**config.mk**
```make
export PLATFORM = sky130hd
export DESIGN_NAME = gmii_tx_framer_flat
export DESIGN_NICKNAME = d
export VERILOG_FILES = /design/src/rtl/gmii_tx_framer_if.sv /design/src/rtl/gmii_tx_framer.sv /design/src/flat_wrapper.sv
export SDC_FILE = /design/constraint.sdc
export NUM_CORES = 1
export LEC_CHECK = 0
export BUFFER_PORTS_ARGS = -buffer_cell sky130_fd_sc_hd__buf_4
export CORE_MARGIN = 4
export CORE_UTILIZATION = 42
export DETAILED_ROUTE_END_ITERATION = 8
export HOLD_SLACK_MARGIN = 0.15
export PLACE_DENSITY = 0.69
export SYNTH_ARGS = -nofsm -noshare
export SYNTH_HDL_FRONTEND = slang
export SYNTH_SLANG_ARGS = --single-unit
```
**constraint.sdc**
```tcl
create_clock -name clk -period 3.9 [get_ports clk]
set_input_delay 0 -clock clk [delete_from_list [all_inputs] [get_ports clk]]
set_output_delay 0 -clock clk [all_outputs]
set_load 0.1 [all_outputs]
```
**src/rtl/gmii_tx_framer_if.sv**
```systemverilog
// Handshake, FIFO and GMII signals of the transmit framer bundled as one port.
// The framer uses the slave side; whoever feeds it uses the master side.
interface gmii_tx_framer_if #(parameter int LEN_W = 11);
  logic [7:0]       fifo_data;
  logic             fifo_empty;
  logic             fifo_rd;
  logic [LEN_W-1:0] frame_len;
  logic             frame_req;
  logic             frame_ack;
  logic [7:0]       gmii_tx_data;
  logic             gmii_tx_en;
  logic             gmii_tx_er;
  logic             busy;
  logic             underrun;

  modport master (
    output fifo_data, fifo_empty, frame_len, frame_req,
    input  fifo_rd, frame_ack, gmii_tx_data, gmii_tx_en, gmii_tx_er, busy, underrun
  );
  modport slave (
    input  fifo_data, fifo_empty, frame_len, frame_req,
    output fifo_rd, frame_ack, gmii_tx_data, gmii_tx_en, gmii_tx_er, busy, underrun
  );
endinterface

```
**src/rtl/gmii_tx_framer.sv**
```systemverilog
// GMII transmit framer: preamble/SFD, payload from a FWFT FIFO, zero pad,
// CRC-32 FCS and inter-frame gap, started by a 4-phase request handshake.
module gmii_tx_framer #(
  parameter int PREAMBLE_LEN = 7,
  parameter int IFG_LEN      = 12,
  parameter int MIN_PAYLOAD  = 60,
  parameter int LEN_W        = 11,
  parameter bit PAD_EN       = 1'b1,
  parameter bit FCS_EN       = 1'b1
) (
  input  logic            clk,
  input  logic            rst,
  gmii_tx_framer_if.slave bus
);
  localparam int CW = (LEN_W > 8) ? LEN_W : 8;

  typedef enum logic [2:0] {
    S_IDLE, S_PREAMBLE, S_SFD, S_PAYLOAD, S_PAD, S_FCS, S_IFG
  } state_t;

  state_t           state_q, state_d, tail_state;
  logic [CW-1:0]    cnt_q, cnt_d, tail_cnt;
  logic [LEN_W-1:0] len_q, len_d;
  logic [31:0]      crc_q, crc_d, fcs;
  logic [2:0]       sync_q, sync_d;
  logic             frame_ack_q, frame_ack_d;
  logic             busy_q, busy_d;
  logic             underrun_q, underrun_d;
  logic             tx_en_q, tx_en_d, tx_er_q, tx_er_d;
  logic [7:0]       tx_data_q, tx_data_d;
  logic             rd_c, req_s;

  function automatic logic [31:0] crc_byte(input logic [31:0] c, input logic [7:0] b);
    logic [31:0] r;
    r = c ^ {24'h0, b};
    for (int i = 0; i < 8; i++) r = r[0] ? ((r >> 1) ^ 32'hEDB8_8320) : (r >> 1);
    return r;
  endfunction

  assign req_s = sync_q[2];
  assign fcs   = ~crc_q;

  // Stage after the payload is exhausted; also the SFD successor for zero-length frames.
  always_comb begin
    tail_state = S_IFG;
    tail_cnt   = CW'(IFG_LEN - 1);
    if (PAD_EN && (int'(len_q) < MIN_PAYLOAD)) begin
      tail_state = S_PAD;
      tail_cnt   = CW'(MIN_PAYLOAD - 1 - int'(len_q));
    end else if (FCS_EN) begin
      tail_state = S_FCS;
      tail_cnt   = '0;
    end
  end

  // state_q names the byte that goes out on the next edge; outputs are registered.
  always_comb begin
    state_d     = state_q;
    cnt_d       = cnt_q;
    len_d       = len_q;
    crc_d       = crc_q;
    sync_d      = {sync_q[1:0], bus.frame_req};
    frame_ack_d = frame_ack_q & req_s;
    tx_data_d   = 8'h00;
    tx_en_d     = 1'b0;
    tx_er_d     = 1'b0;
    underrun_d  = 1'b0;
    rd_c        = 1'b0;
    case (state_q)
      S_IDLE: begin
        crc_d = '1;
        if (req_s && !frame_ack_q) begin
          frame_ack_d = 1'b1;
          len_d       = bus.frame_len;
          state_d     = S_PREAMBLE;
          cnt_d       = CW'(PREAMBLE_LEN - 1);
        end
      end
      S_PREAMBLE: begin
        tx_en_d   = 1'b1;
        tx_data_d = 8'h55;
        if (cnt_q == '0) state_d = S_SFD;
        else             cnt_d   = cnt_q - CW'(1);
      end
      S_SFD: begin
        tx_en_d   = 1'b1;
        tx_data_d = 8'hD5;
        if (len_q != '0) begin
          state_d = S_PAYLOAD;
          cnt_d   = CW'(len_q) - CW'(1);
        end else begin
          state_d = tail_state;
          cnt_d   = tail_cnt;
        end
      end
      S_PAYLOAD: begin
        tx_en_d = 1'b1;
        if (bus.fifo_empty) begin
          // Underrun: poison the frame and skip FCS; unread bytes remain queued.
          tx_er_d    = 1'b1;
          underrun_d = 1'b1;
          state_d    = S_IFG;
          cnt_d      = CW'(IFG_LEN - 1);
        end else begin
          rd_c      = 1'b1;
          tx_data_d = bus.fifo_data;
          crc_d     = crc_byte(crc_q, bus.fifo_data);
          if (cnt_q == '0) begin
            state_d = tail_state;
            cnt_d   = tail_cnt;
          end else begin
            cnt_d = cnt_q - CW'(1);
          end
        end
      end
      S_PAD: begin
        tx_en_d = 1'b1;
        crc_d   = crc_byte(crc_q, 8'h00);
        if (cnt_q != '0) begin
          cnt_d = cnt_q - CW'(1);
        end else if (FCS_EN) begin
          state_d = S_FCS;
          cnt_d   = '0;
        end else begin
          state_d = S_IFG;
          cnt_d   = CW'(IFG_LEN - 1);
        end
      end
      S_FCS: begin
        tx_en_d = 1'b1;
        case (cnt_q[1:0])
          2'd0:    tx_data_d = fcs[7:0];
          2'd1:    tx_data_d = fcs[15:8];
          2'd2:    tx_data_d = fcs[23:16];
          default: tx_data_d = fcs[31:24];
        endcase
        if (cnt_q[1:0] == 2'd3) begin
          state_d = S_IFG;
          cnt_d   = CW'(IFG_LEN - 1);
        end else begin
          cnt_d = cnt_q + CW'(1);
        end
      end
      S_IFG: begin
        if (cnt_q == '0) state_d = S_IDLE;
        else             cnt_d   = cnt_q - CW'(1);
      end
      default: state_d = S_IDLE;
    endcase
    busy_d = (state_d != S_IDLE);
  end

  always_ff @(posedge clk) begin
    if (rst) begin
      state_q     <= S_IDLE;
      cnt_q       <= '0;
      len_q       <= '0;
      crc_q       <= '1;
      sync_q      <= '0;
      frame_ack_q <= 1'b0;
      busy_q      <= 1'b0;
      underrun_q  <= 1'b0;
      tx_en_q     <= 1'b0;
      tx_er_q     <= 1'b0;
      tx_data_q   <= 8'h00;
    end else begin
      state_q     <= state_d;
      cnt_q       <= cnt_d;
      len_q       <= len_d;
      crc_q       <= crc_d;
      sync_q      <= sync_d;
      frame_ack_q <= frame_ack_d;
      busy_q      <= busy_d;
      underrun_q  <= underrun_d;
      tx_en_q     <= tx_en_d;
      tx_er_q     <= tx_er_d;
      tx_data_q   <= tx_data_d;
    end
  end

  // The pop strobe is combinational so the FWFT byte is taken in the same cycle.
  assign bus.fifo_rd      = rd_c & ~rst;
  assign bus.frame_ack    = frame_ack_q;
  assign bus.busy         = busy_q;
  assign bus.underrun     = underrun_q;
  assign bus.gmii_tx_en   = tx_en_q;
  assign bus.gmii_tx_er   = tx_er_q;
  assign bus.gmii_tx_data = tx_data_q;
endmodule

```
**src/flat_wrapper.sv**
```systemverilog
// flat-port wrapper written by rule: the top's interface ports become plain ports
module gmii_tx_framer_flat 
#(
  parameter int PREAMBLE_LEN = 7,
  parameter int IFG_LEN      = 12,
  parameter int MIN_PAYLOAD  = 60,
  parameter int LEN_W        = 11,
  parameter bit PAD_EN       = 1'b1,
  parameter bit FCS_EN       = 1'b1
)
  (clk, rst, bus_fifo_data, bus_fifo_empty, bus_frame_len, bus_frame_req, bus_fifo_rd, bus_frame_ack, bus_gmii_tx_data, bus_gmii_tx_en, bus_gmii_tx_er, bus_busy, bus_underrun);
  gmii_tx_framer_if #(.LEN_W(LEN_W)) bus_i ();
  input  logic clk;
  input  logic rst;
  input wire logic [$bits(bus_i.fifo_data)-1:0] bus_fifo_data;
  input wire logic [$bits(bus_i.fifo_empty)-1:0] bus_fifo_empty;
  input wire logic [$bits(bus_i.frame_len)-1:0] bus_frame_len;
  input wire logic [$bits(bus_i.frame_req)-1:0] bus_frame_req;
  output wire logic [$bits(bus_i.fifo_rd)-1:0] bus_fifo_rd;
  output wire logic [$bits(bus_i.frame_ack)-1:0] bus_frame_ack;
  output wire logic [$bits(bus_i.gmii_tx_data)-1:0] bus_gmii_tx_data;
  output wire logic [$bits(bus_i.gmii_tx_en)-1:0] bus_gmii_tx_en;
  output wire logic [$bits(bus_i.gmii_tx_er)-1:0] bus_gmii_tx_er;
  output wire logic [$bits(bus_i.busy)-1:0] bus_busy;
  output wire logic [$bits(bus_i.underrun)-1:0] bus_underrun;
  assign bus_i.fifo_data = bus_fifo_data;
  assign bus_i.fifo_empty = bus_fifo_empty;
  assign bus_i.frame_len = bus_frame_len;
  assign bus_i.frame_req = bus_frame_req;
  assign bus_fifo_rd = bus_i.fifo_rd;
  assign bus_frame_ack = bus_i.frame_ack;
  assign bus_gmii_tx_data = bus_i.gmii_tx_data;
  assign bus_gmii_tx_en = bus_i.gmii_tx_en;
  assign bus_gmii_tx_er = bus_i.gmii_tx_er;
  assign bus_busy = bus_i.busy;
  assign bus_underrun = bus_i.underrun;
  gmii_tx_framer #(.PREAMBLE_LEN(PREAMBLE_LEN), .IFG_LEN(IFG_LEN), .MIN_PAYLOAD(MIN_PAYLOAD), .LEN_W(LEN_W), .PAD_EN(PAD_EN), .FCS_EN(FCS_EN)) u_core (.clk(clk), .rst(rst), .bus(bus_i));
endmodule
```
==> results_dict.tcl <==
set metrics [dict create \
    routed_wirelength_um 16500 \
    synth_area_leaders "dfxtp_1, xnor2_1, xor2_1, a21oi_1, nor2_1" \
    layout.nets 740 \
    grt_use_total_pct 22.1 \
    io_pins 37 \
    drt-initial-drc-count 613 \
    syn2layout_area_growth_pct 14.2 \
    ys_ff_latch 72 \
    hpwlAfterDp_um 11800 \
    worstPathArrival_ns 3.08 \
    routabilityCongestion 0.938 \
    synth_top_cell_by_area "dfxtp_1" \
    synth_most_common_cell "xnor2_1" \
    postCtsHoldBufs 21 \
    drtPass1Iterations 7 \
    max_slew.worst_pin.slew_ns 1.10 \
    setup_violations 0 \
    ir_worst_vdd_mv 0.206 \
    synth_flop_cell "dfxtp_1" \
    crit_required_ns 4.13 \
    synthCells 685 \
    ctsResizeCount 0 \
    p_leak_nw 2.40 \
    worstPathMaxFanout 23 \
    ys_warn_count 0 \
    post-route-period-util_pct 73.2 \
    power_per_cell_area_nw_per_um2 370 \
    grt.busiest_layer "met2" \
    worstSetupEndpointType "flop" \
    synth_edf_count 0 \
    fp.dieH_um 124 \
    syn-num-nets 718 \
    cts_buffers 9 \
    numPortBuffers 36 \
    vias 5204 \
    synth_cell_types 70 \
    fillers 1249 \
    outcome "finished, final reports clean" \
    fin_skew_ns 0.00670 \
    setup_tns_ns 0 \
    grt_max_degree 67 \
    synth-seq-area-share_pct 25.6 \
    grt_pass1_vias 4899 \
    clkSinkCount 72 \
    routedWlPerCell_um 18.6 \
    netlist_top_cells_count "xnor2_1, dfxtp_1, nor2_1" \
    hp-class "in2reg" \
    final-hold-violation-count 0 \
    core_um2 13200 \
    drv_cap 0 \
    synth.avg_cell_area_um2 8.21 \
    slew_violations 0 \
    die_x_um 124 \
    async_reset_ff_share_pct 0 \
    met3_usage_pct 3.41 \
    drc 0 \
    use_met1_pct 28.7 \
    cts_tree "done" \
    grt_pass1_wl_um 25900 \
    met2_usage_pct 36.2 \
    grt.overflow.total 0 \
    critPathLaunchType "flop" \
    final_layout_size_suffix_gt1_share_pct 11.5 \
    clockRootBuffer "clkbuf_16" \
    clk_latency_ns 0.35 \
    final_antenna_net_count 0 \
    grt_setup_unrepaired "false" \
    std_cell_rows 42 \
    synth_top_area_share_pct 25.6 \
    netlist_area_um2 5620 \
    post_cts_buffers 0 \
    dieArea_um2 15300 \
    instances_no_fill 888 \
    ctsLongestPathBuffers 2 \
    cts.htree.levels 3 \
    post-route-min-period_ns 2.85 \
    avgViaCountPerCell 5.86 \
    path_class "reg2reg" \
    start_util_pct 42.6 \
    fmax_ghz 0.350 \
    diodes 0 \
    path_clk_slew_ns 0.06 \
    place_inst 851 \
    antenna_found_initial 0 \
    relSlewSlack_pct 26.5 \
]
critical path, cell delays in order (launching register included):
cell and delay, ns:
dfxtp_1 0.78, and3b_1 0.47, nand2b_1 0.23, nand2_1 0.54
o22ai_1 0.38, a21oi_1 0.06, or2_2 0.28
per-stage QoR:
step / cell area (µm²) / total power, mW / hold slack, ns / setup slack (ns) / utilization [%]
floorplan: 5620 / 1.30 / 0.128 / 1.61 / -
global placement: 5880 / 1.43 / 0.220 / 1.21 / 44.5
detailed placement: 5880 / 1.43 / 0.217 / 1.13 / 44.5
CTS: 6420 / 2.39 / 0.190 / 1.11 / 48.7
global route: 6420 / 2.48 / 0.236 / 0.886 / 48.7
finish: 6420 / 2.38 / 0.216 / 1.05 / 48.7
cell type report:
cell class / instances / area, µm² / share of cell area (%)
Multi-Input combinational cell: 543 / 3810 / 59.4
Timing Repair Buffer: 65 / 553 / 8.61
Clock inverter: 2 / 60.1 / 0.935
Tap cell: 176 / 220 / 3.43
Sequential cell: 72 / 1440 / 22.5
Inverter: 16 / 60.1 / 0.935
Clock buffer: 14 / 274 / 4.27
final timing paths:
check / slack (ns) / from / depth (start not counted) / end
max reg2reg: 1.05 / u_core.state_q[2] / 6 / u_core.crc_q[18]
max: 1.05 / u_core.state_q[2] / 6 / u_core.crc_q[18]
min reg2reg: 0.45 / u_core.sync_q[1] / 1 / u_core.sync_q[2]
min: 0.22 / rst / 2 / u_core.bus.underrun
report_power, final:
part	total, mW	switching, mW	internal (mW)
combinational	0.643	0.357	0.287
clock	0.932	0.319	0.613
sequential	0.803	0.0449	0.758
state kept, by name, summed over array words and instances, names as in the netlist:
register                 flops
u_core.crc_q                32
u_core.cnt_q                11
u_core.len_q                11
u_core.bus.gmii_tx_data      8
u_core.state_q               3
u_core.sync_q                3
u_core.bus.busy              1
u_core.bus.frame_ack         1
u_core.bus.gmii_tx_en        1
u_core.bus.underrun          1
cells in the final DEF, fill, tap and decap left out, drive strengths merged, types with 4 or more instances in the layout:
cell type / count
nand2b: 10
o22ai: 13
o21bai: 13
o221ai: 12
buf: 44
ha: 10
xor2: 35
a211o: 11
a221oi: 6
o31a: 4
dfxtp: 72
dlygate4sd3: 21
a2111oi: 4
inv: 16
nand4: 4
nor2b: 6
o21ai: 28
clkbuf: 14
nor4: 8
xnor2: 95
o31ai: 5
nor3: 15
nor2: 67
a211oi: 20
a21oi: 56
nand2: 47
nand3: 18
nand3b: 5
nor3b: 4
routing by layer:
metal / part of all wire, % / vias up
li1: - / 2471
met1: 42 / 2469
met2: 48 / 227
met3: 7.5 / 37
met4: 2.7 / 0
met5: 0 / -
logic make-up (layout without fill, tap and decap cells):
| group | Yosys count | after routing | synth area share (%) |
|---|---|---|---|
| and+or+nand+nor | 205 | 205 | 18.2 |
| AOI/OAI and AO/OA | 190 | 190 | 22.8 |
| xor gates and xnor gates | 136 | 136 | 24.3 |
| DFF | 72 | 72 | 25.6 |
| buffers and inverters | 70 | 97 | 6.57 |
| adders and majority gates | 10 | 10 | 2.23 |
| muxes | 2 | 2 | 0.356 |
Power figures use the tool's default switching activity.
